File: src/rtl/wbgpiox.sv
// rtl/wbgpiox.sv - Wishbone GPIO controller with set/clear outputs and edge interrupts
module wbgpiox #(
    parameter int               NPINS       = 32,
    parameter logic [NPINS-1:0] DEFAULT_OUT = {NPINS{1'b0}},
    parameter logic [NPINS-1:0] DEFAULT_DIR = {NPINS{1'b0}}
) (
    input  logic             i_clk,
    input  logic             i_reset,
    input  logic             i_wb_cyc,
    input  logic             i_wb_stb,
    input  logic             i_wb_we,
    input  logic [2:0]       i_wb_addr,
    input  logic [31:0]      i_wb_data,
    input  logic [3:0]       i_wb_sel,
    output logic             o_wb_stall,
    output logic             o_wb_ack,
    output logic [31:0]      o_wb_data,
    input  logic [NPINS-1:0] i_gpio,
    output logic [NPINS-1:0] o_gpio,
    output logic [NPINS-1:0] o_gpio_oe,
    output logic             o_int
);

    localparam logic [2:0] A_IN = 3'd0, A_OUT = 3'd1, A_SET = 3'd2, A_CLR = 3'd3;
    localparam logic [2:0] A_DIR = 3'd4, A_RISE = 3'd5, A_FALL = 3'd6, A_PEND = 3'd7;

    logic [NPINS-1:0] out_reg, dir_reg, rise_en, fall_en, pend;
    logic [NPINS-1:0] sync_x, sync_q, sync_r;
    logic [NPINS-1:0] wmask, wbits, pend_clr, rise, fall, rd_pins;
    logic [31:0]      lane_mask, rd_word;
    logic             wr;

    // Upper data bits are dropped when NPINS < 32.
    logic unused;
    assign unused = &{1'b0, i_wb_data};

    assign lane_mask = {{8{i_wb_sel[3]}}, {8{i_wb_sel[2]}}, {8{i_wb_sel[1]}}, {8{i_wb_sel[0]}}};
    assign wmask     = lane_mask[NPINS-1:0];
    assign wbits     = i_wb_data[NPINS-1:0] & wmask;
    assign wr        = i_wb_stb && i_wb_we;
    assign pend_clr  = (wr && i_wb_addr == A_PEND) ? wbits : '0;

    assign rise = sync_q & ~sync_r;
    assign fall = ~sync_q & sync_r;

    assign o_wb_stall = 1'b0;
    assign o_gpio     = out_reg;
    assign o_gpio_oe  = dir_reg;

    always_comb begin
        rd_pins = '0;
        case (i_wb_addr)
            A_IN:                rd_pins = sync_q;
            A_OUT, A_SET, A_CLR: rd_pins = out_reg;
            A_DIR:               rd_pins = dir_reg;
            A_RISE:              rd_pins = rise_en;
            A_FALL:              rd_pins = fall_en;
            A_PEND:              rd_pins = pend;
            default:             rd_pins = '0;
        endcase
        rd_word = '0;
        rd_word[NPINS-1:0] = rd_pins;
    end

    always_ff @(posedge i_clk or posedge i_reset) begin
        if (i_reset) begin
            out_reg   <= DEFAULT_OUT;
            dir_reg   <= DEFAULT_DIR;
            rise_en   <= '0;
            fall_en   <= '0;
            pend      <= '0;
            sync_x    <= '0;
            sync_q    <= '0;
            sync_r    <= '0;
            o_wb_ack  <= 1'b0;
            o_wb_data <= '0;
            o_int     <= 1'b0;
        end else begin
            if (wr) begin
                case (i_wb_addr)
                    A_OUT:   out_reg <= (out_reg & ~wmask) | wbits;
                    A_SET:   out_reg <= out_reg | wbits;
                    A_CLR:   out_reg <= out_reg & ~wbits;
                    A_DIR:   dir_reg <= (dir_reg & ~wmask) | wbits;
                    A_RISE:  rise_en <= (rise_en & ~wmask) | wbits;
                    A_FALL:  fall_en <= (fall_en & ~wmask) | wbits;
                    default: ;
                endcase
            end
            // A fresh edge outranks a same-cycle write-1-to-clear.
            pend      <= (pend & ~pend_clr) | (rise & rise_en) | (fall & fall_en);
            sync_x    <= i_gpio;
            sync_q    <= sync_x;
            sync_r    <= sync_q;
            o_wb_ack  <= i_wb_stb && i_wb_cyc;
            if (i_wb_stb)
                o_wb_data <= rd_word;
            o_int     <= |pend;
        end
    end

endmodule

File: config.mk
export PLATFORM = sky130hd
export DESIGN_NAME = wbgpiox
export DESIGN_NICKNAME = d
export VERILOG_FILES = /design/src/rtl/wbgpiox.sv
export SDC_FILE = /design/constraint.sdc
export NUM_CORES = 1
export LEC_CHECK = 0
export ABC_AREA = 1
export CORE_AREA = 4 4 154 156
export DETAILED_ROUTE_END_ITERATION = 8
export DIE_AREA = 0 0 158 160
export PLACE_DENSITY = 0.84
export SYNTH_ARGS = -nofsm -noshare
export SYNTH_HDL_FRONTEND = slang
export SYNTH_SLANG_ARGS = --single-unit
File: constraint.sdc
create_clock -name i_clk -period 29 [get_ports i_clk]
set_input_delay 4.35 -clock i_clk [delete_from_list [all_inputs] [get_ports i_clk]]
set_output_delay 4.35 -clock i_clk [all_outputs]
set_load 0.01 [all_outputs]
==> results.md, run 1 <==
Run status:
- The flow ran to the end, and the final reports show no timing, DRC or antenna violations.

Setup path:
- The critical path data arrival time is 7.47 ns.
- The critical path endpoint category is a flop.
- The worst setup path is launched from an input pin.
- The capture point of the worst path is o_gpio[21].
- The register-to-register path setup slack is 27.80 ns.
- The critical path startpoint is i_wb_addr[1].
- The cell depth of the worst setup path is 7.
- For this run, the slowest stage of the critical path takes 0.83 ns.
- The critical path goes through buf_2, buf_4, inv_2, nor2_1, nand2_1, nand3_1, nand2_1.
- The data required time of the critical path is 29.43 ns.
- For this design, the slowest cell found on the critical path is sky130_fd_sc_hd__nand2_1.
- The worst register-to-register path ends at o_int.
- Along the worst path, the maximum fanout reaches 68.
- The startpoint identified for the worst register-to-register timing path is pend[11].
- Broken down by cell family, the worst path's largest delay share belongs to simple AND/OR/NAND/NOR gates.
- The total buffers and inverters traversed by the critical path is 3.
- Measured in cells, the most critical reg-to-reg path has a length of 4.
- The cell that appears most often on the critical path is sky130_fd_sc_hd__nand2_1.
- The critical path is of the in -> reg type.

Finish:
- At the end of the flow, the number of nets in the layout was 1733.
- The finished cells cover 0.0157 mm².
- Compared with the post-synthesis result, the final layout area differs by 20.7%.
- The repair_antennas step left the layout with diodes totalling 0.
- The fraction of layout instances using a drive strength above 1 is 6.86%.

Die:
- The floorplan has 55 rows.
- The area enclosed by the die boundary is 0.0253 mm².
- The region available for standard cell placement spans 0.0224 mm².
- The starting utilization of the core area is 58.0%.
- 175 I/O pins were placed.
- The height of the die is 160 µm.
- The die width is 158 µm.

Clock tree:
- In this run, post-CTS repair resized a total of 0 instances.
- The number of setup buffers added after CTS is 0.
- The tree is rooted in a sky130_fd_sc_hd__clkbuf_16.
- The count of hold-fix buffers inserted at cts is 0.
- The clock buffer count from CTS is 29.
- The clock transition at the register clock pins on the worst setup and hold paths after CTS is 0.06 ns.
- The number of buffers between clock root and the deepest sink is 3.
- CTS built an H-tree with a depth of 1.
- The CTS tree is built.
- The clock latency on the worst-skew pair is 0.55 ns.
- The total clock sinks is 290.

Min path:
- The type of the worst min-delay path is reg -> reg.

Yosys:
- The post-synthesis cell area is 0.0130 mm².
- By count the netlist is led by sky130_fd_sc_hd__nand2_1, sky130_fd_sc_hd__dfrtp_1, sky130_fd_sc_hd__inv_1.
- sky130_fd_sc_hd__dfrtp_1 takes more of the synthesized area than any other cell.
- Counting flops with a built-in enable in the synthesized netlist gives 0.
- The synthesized instance count is 1527.
- A synthesized cell averages 8.49 µm².
- After synthesis, the cell types taking the most area are sky130_fd_sc_hd__dfrtp_1, sky130_fd_sc_hd__nand2_1, sky130_fd_sc_hd__nand4_1.
- Yosys printed 0 warnings.
- The number of nets handed over by synthesis was 1603.
- In this run, distinct cell masters in the synthesized netlist total 23.
- The proportion of synthesized flip-flops having asynchronous set or reset is 100%.
- The register bit count reported by yosys is 290.
- The portion of synthesized cell area occupied by the leading cell type is 55.9%.
- The most instantiated library cell after synthesis is sky130_fd_sc_hd__nand2_1.
- The flip-flop cell with the highest count after synthesis is sky130_fd_sc_hd__dfrtp_1.
- The share of the yosys chip area belonging to registers is 55.9%.

Detailed routing:
- In this run, the number of DRC markers left after iteration 0 of detailed routing was 1222.
- The via count is 11495.
- In the final routed layout, each cell accounts on average for 18.7 µm.
- The first detailed-routing pass ran for 6 iterations.
- In the routed design, unresolved DRC markers number 0.
- The via count normalized by instance count is 5.86.
- The routed design has 36800 µm of wire.
- Once detail routing completed, the nets flagged for antenna violations numbered 0.

GRT:
- The largest net degree at the start of global routing is 109.
- Across every metal layer, demand over resource in global routing totals 29.0%.
- The number of antenna violations at the first check in global routing is 0.
- The first global-routing pass estimated 59000 µm of wire.
- The number of global-route vias before repair is 11321.
- The global route total overflow is 0.

STA:
- The tightest hold path in the finished design has a slack of 0.343 ns.
- For the pin with the worst max-slew slack, the measured transition is 1.27 ns.
- For the finished layout, the period the worst path requires is 7.04 ns.
- Setup repair after global routing left no endpoint under its margin.
- The final worst slack is 21.96 ns.
- The number of max-slew violations in the final report is 0.
- The setup skew after layout is 0.0181 ns.
- The final number of hold-violating endpoints was 0.
- After layout, the worst path uses 24.3% of the clock period.
- The total negative slack for setup checks is 0 ns.
- The final setup violation count is 0.
- The fmax is 142 MHz.
- The headroom to the max-slew limit is 15.0%.

Power and ir drop:
- For this design the total switching power over the nets is 0.000305 W.
- The largest voltage drop on the vdd net is 0.0498 mV.
- The cell area power density is 67.5 mW/mm².
- The fraction of power spent switching nets is 28.9%.
- Per report_power, the clock group accounts for 34.2% of the total.
- For this design the static power due to leakage is 7.89 nW.
- Combinational logic is responsible for 17.7% of the overall power.
- Internal power comes to 0.000751 W.
- Sequential cells account for 48.1% of the total power.

Run:
- The total of max-cap violations is 0.

Placement:
- The port buffer count is 173.
- In this run the cell area measured after placement is 0.0147 mm².
- The detailed-placement wirelength estimate is 23100 µm.
- The worst setup slack after placement is 21.62 ns.
- Routability-driven placement finished with a final weighted congestion of 0.874.
==> stage by stage <==
step	std cells	power [W]	utilization [%]
floorplan	1527	0.000597	-
global placement	1911	0.000690	65.9
detailed placement	1911	0.000698	65.9
CTS	1962	0.00106	70.0
global route	1962	0.00110	70.0
finish	1962	0.00106	70.0
==> metal layers <==
metal,up-vias,share of wire [%],GRT usage (%)
met5,-,0,0
met4,0,4.3,12.3
met1,5407,38,40.2
met3,137,10,5.23
li1,5206,-,-
met2,745,47,45.2
==> logic make-up after synthesis <==
kind of cell	Yosys count	synth area share, %
and+or+nand+nor	821	27.4
other	1	0.0289
DFF	290	55.9
AOI/OAI and AO/OA	192	9.57
buffers and inverters	223	7.10
==> layout by cell type, fill, tap and decap left out <==
cell type,instances
sky130_fd_sc_hd__nor2_1,24
sky130_fd_sc_hd__nand4_1,100
sky130_fd_sc_hd__o21bai_1,32
sky130_fd_sc_hd__clkdlybuf4s50_1,169
sky130_fd_sc_hd__nand2_4,6
sky130_fd_sc_hd__clkinvlp_4,3
sky130_fd_sc_hd__inv_1,134
sky130_fd_sc_hd__buf_2,3
sky130_fd_sc_hd__nor3_4,2
sky130_fd_sc_hd__o211ai_1,32
sky130_fd_sc_hd__nor2_2,2
sky130_fd_sc_hd__clkbuf_8,9
sky130_fd_sc_hd__o21ai_0,96
sky130_fd_sc_hd__o21ai_2,32
sky130_fd_sc_hd__clkbuf_16,29
sky130_fd_sc_hd__nand2_2,8
sky130_fd_sc_hd__inv_6,1
sky130_fd_sc_hd__conb_1,1
sky130_fd_sc_hd__nand2_1,579
sky130_fd_sc_hd__clkbuf_1,6
sky130_fd_sc_hd__buf_4,12
sky130_fd_sc_hd__dfrtp_1,290
sky130_fd_sc_hd__inv_8,1
sky130_fd_sc_hd__inv_2,2
sky130_fd_sc_hd__nand3_1,99
sky130_fd_sc_hd__clkinv_2,4
sky130_fd_sc_hd__nor2_4,1
==> cell type report <==
class                      count  area, µm²
clock buffer                  44        872
clock inverter                 7       46.3
fill                        1619       6710
inverter                     138        527
multi-input combinational   1014       4800
sequential                   290       7260
tap                          285        357
timing repair buffer         184       1800
==> worst min path at each step <==
stage	start	slack, ns	cells past startpoint	to
after floorplan	sync_x[0]	0.33	0	sync_q[0]
after global placement	sync_x[2]	0.33	0	sync_q[2]
after detailed placement	sync_x[28]	0.33	0	sync_q[28]
after CTS	sync_x[9]	0.34	0	sync_q[9]
after global routing	sync_x[30]	0.35	0	sync_q[30]
final	sync_x[9]	0.34	0	sync_q[9]
==> worst register-to-register path, cell delays in order (launching register included) <==
cell                      delay (ns)
sky130_fd_sc_hd__dfrtp_1        0.40
sky130_fd_sc_hd__nor2_1         0.22
sky130_fd_sc_hd__nand4_1        0.19
sky130_fd_sc_hd__nor2_1         0.16
sky130_fd_sc_hd__nand2_1        0.11
==> power groups by stage <==
| stage | registers (W) | logic (W) | clock network [W] |
|---|---|---|---|
| after floorplan | 0.000509 | 0.0000888 | 0 |
| after CTS | 0.000507 | 0.000187 | 0.000365 |
| after global routing | 0.000513 | 0.000207 | 0.000381 |
| after detailed placement | 0.000513 | 0.000185 | 0 |
| after global placement | 0.000512 | 0.000178 | 0 |
| final | 0.000509 | 0.000187 | 0.000361 |
(Power assumes the default switching activity.)
==> inputs of run 2 (changes only) <==
CORE_AREA = 4 4 159 161   (was 4 4 154 156)
DIE_AREA = 0 0 163 165   (was 0 0 158 160)
PLACE_DENSITY = 0.79   (was 0.84)
clock period = 6.98 ns   (was 29 ns; I/O delays follow)
==> run 2 against run 1 <==
Effect of this change:
- via count fell by 1.4%
- cell area increased by 1.2%
- clock skew is 0.011 ns lower
- sequential power grew to 4.2 times the previous value
- power rose to 4.3 times the previous value
==> results.md, run 2 (same netlist as run 1, synthesis figures left out) <==
STA:
- The headroom to the max-slew limit is 38.1% (+23 points).
- Setup repair after global routing left no endpoint under its margin.
- The final worst-path cycle share is 50.8%.
- The post-route minimum period is 3.54 ns.
- The total negative slack for setup checks is 0 ns (unchanged).
- The slew at the pin closest to its max-slew limit was 0.926 ns (-0.346 ns).
- The number of max-slew violations in the final report came to 0 (unchanged).
- The final setup violation count came to 0 (unchanged).
- The fmax is 282 MHz.
- The final number of hold-violating endpoints is 0 (unchanged).
- The setup skew after layout is 0.00759 ns (-0.0105 ns).

Clock tree:
- The number of buffers between clock root and the deepest sink was 3 (unchanged).
- The count of hold-fix buffers inserted at cts is 0 (unchanged).
- The number of setup buffers added after CTS was 0 (unchanged).
- The clock buffer count from CTS came to 30 (+3.4%).
- The CTS tree is built.
- The total clock sinks came to 290 (unchanged).
- The clock latency on the worst-skew pair is 0.56 ns (about the same).
- The clock transition at the register clock pins on the worst setup and hold paths after CTS was 0.06 ns (about the same).
- The number of gates given a new drive strength after cts is 0 (unchanged).
- The library cell used as clock root buffer is sky130_fd_sc_hd__clkbuf_16.
- The level count of the clock H-tree is 1 (unchanged).

Die:
- The number of cell rows is 57 (+3.6%).
- The die width is 163 µm (+3.2%).
- The I/O pin total is 175 (unchanged).
- The starting utilization of the core area is 54.1% (-3.9 points).
- The height of the die is 165 µm (+3.1%).
- The total core area is 0.0240 mm² (+7.1%).
- The area enclosed by the die boundary is 0.0269 mm² (+6.4%).

Finish:
- The count of placed standard cells in the final layout, fillers left out was 2005 (+2.2%).
- From synthesis to final layout, the design area changed by 22.1%.
- The multi-input gate area in the final layout was 0.00480 mm² (-0.10%).
- The count of nets after finishing came to 1735 (+0.12%).
- The most frequent standard cell in the layout excluding fill and tap cells is sky130_fd_sc_hd__nand2_1.
- The number of fill cells in the layout came to 1972 (+22%).
- In the layout the commonest cells are sky130_fd_sc_hd__nand2_1, sky130_fd_sc_hd__dfrtp_1, sky130_fd_sc_hd__clkdlybuf4s50_1, sky130_fd_sc_hd__inv_1, sky130_fd_sc_hd__nand4_1.
- The fraction of layout instances using a drive strength above 1 is 7.26% (+0.40 points).
- The core utilization of the finished layout is 66.1% (-3.9 points).
- The number of inserted diodes was 0 (unchanged).
- The register cell area after layout is 0.00726 mm² (unchanged).
- The total non-filler cell area in the finished layout is 0.0158 mm² (+1.2%).

Detailed routing:
- The violation count after the first detailed-routing iteration is 1392 (+14%).
- The detailed-router iteration count before antenna repair was 6 (unchanged).
- The wire length reported by the detailed router came to 36900 µm (+0.35%).
- The detailed-route wire length per cell is 18.4 µm (-1.8%).
- The via count is 11337 (-1.4%).
- The DRC violations left came to 0 (unchanged).
- The count of nets left with antenna violations after detail routing is 0 (unchanged).
- The via count normalized by instance count is 5.65 (-3.5%).

GRT:
- The first-pass GRT wire length was 58900 µm (-0.15%).
- The number of global-route vias before repair is 11207 (-1.0%).
- The largest net degree at the start of global routing is 145 (+33%).
- The number of antenna violations at the first check in global routing is 0 (unchanged).
- The overall fraction of global-route tracks in use is 27.3% (-1.6 points).
- The global route total overflow is 0 (unchanged).

Placement:
- The detailed-placement wirelength estimate was 23300 µm (+0.98%).
- The number of placed cells counting well taps was 1951 (+2.1%).
- The last weighted congestion value of the routability-driven placer came to 0.860 (-1.6%).
- The area after detailed placement came to 0.0148 mm² (+0.49%).
- The port buffer count is 173 (unchanged).

Power and ir drop:
- The leakage power total is 7.96 nW (+0.97%).
- The largest voltage drop on the vdd net is 0.199 mV (+300%).
- The cell area power density came to 286 mW/mm² (+320%).
- The final total power is 0.00454 W (+330%).

Min path:
- The startpoint identified for the worst hold timing path is sync_x[3].
- The min-delay analysis places its worst path in the category reg -> reg.

Setup path:
- The data required time of the critical path came to 7.47 ns (-21.96 ns).
- The critical path data arrival time is 4.03 ns (-3.44 ns).
- The critical path startpoint is i_wb_addr[0].
- The largest fanout of any net on the critical path is 69 (+1.5%).
- The startpoint-to-endpoint class of the critical path is in -> reg.
- The worst register-to-register path begins at pend[3].
- The register-to-register path setup slack is 5.87 ns (-21.93 ns).
- The worst setup path is captured at a flop.
- STA classifies the critical path startpoint as an input pin.

Run status:
- The run finished with clean final reports.

Run:
- The total of max-cap violations is 0 (unchanged).
==> run 2: cell count changes in the layout (fill, tap and decap cells not counted), moves of 2 or more <==
cell                         previous run  this run
sky130_fd_sc_hd__bufinv_16              0         3
sky130_fd_sc_hd__clkbuf_1               6         3
sky130_fd_sc_hd__clkinvlp_4             3         1
sky130_fd_sc_hd__buf_12                 0         2
sky130_fd_sc_hd__clkinv_2               4         9
==> run 2: final cells by class <==
cell class              instances  share of cell area, %
clock buffers                  41                   5.51
clock inverters                13                  0.979
inverters                     138                   3.30
multi-input cells            1014                   30.3
flip-flops and latches        290                   45.8
well taps                     324                   2.56
repair buffers                185                   11.5
==> run 2: worst max-delay path, stage by stage <==
cell                       delay [ns]
sky130_fd_sc_hd__buf_2           0.08
sky130_fd_sc_hd__buf_4           0.63
sky130_fd_sc_hd__clkinv_2        0.84
sky130_fd_sc_hd__nand2_4         0.72
sky130_fd_sc_hd__nor3_4          0.17
sky130_fd_sc_hd__nand2_4         0.27
sky130_fd_sc_hd__nand2_1         0.11
sky130_fd_sc_hd__o21ai_2         0.07
==> run 2: per-stage QoR <==
step / hold WS [ns] / setup WS [ns]
CTS: 0.347 / 3.60
finish: 0.344 / 3.44
floorplan: 0.331 / 2.09
detailed placement: 0.335 / 3.03
global placement: 0.332 / 3.06
global route: 0.352 / 3.37
==> run 2: power by group <==
part / leakage, nW / internal, W / total, W / switching, W
Clock: 0.515 / 0.000981 / 0.00165 / 0.000666
Combinational: 3.94 / 0.000362 / 0.000772 / 0.000410
Sequential: 3.51 / 0.00190 / 0.00212 / 0.000214
==> run 2: path summary, 6_finish.rpt <==
kind / end / cells past startpoint
max: flop / 8
min: sync_q[3] / 0
max reg2reg: o_int / 4
min reg2reg: sync_q[3] / 0
max in group asynchronous: o_wb_data[31] / 3
min in group asynchronous: o_wb_data[27] / 2
==> run 2: per-layer routing <==
| layer | GRT usage (%) | vias to the layer above | routed length (µm) |
|---|---|---|---|
| li1 | - | 5212 | - |
| met1 | 38.1 | 5422 | 15100 |
| met2 | 43.1 | 593 | 17300 |
| met3 | 4.37 | 110 | 3100 |
| met4 | 11.5 | 0 | 1400 |
| met5 | 0 | - | 0 |
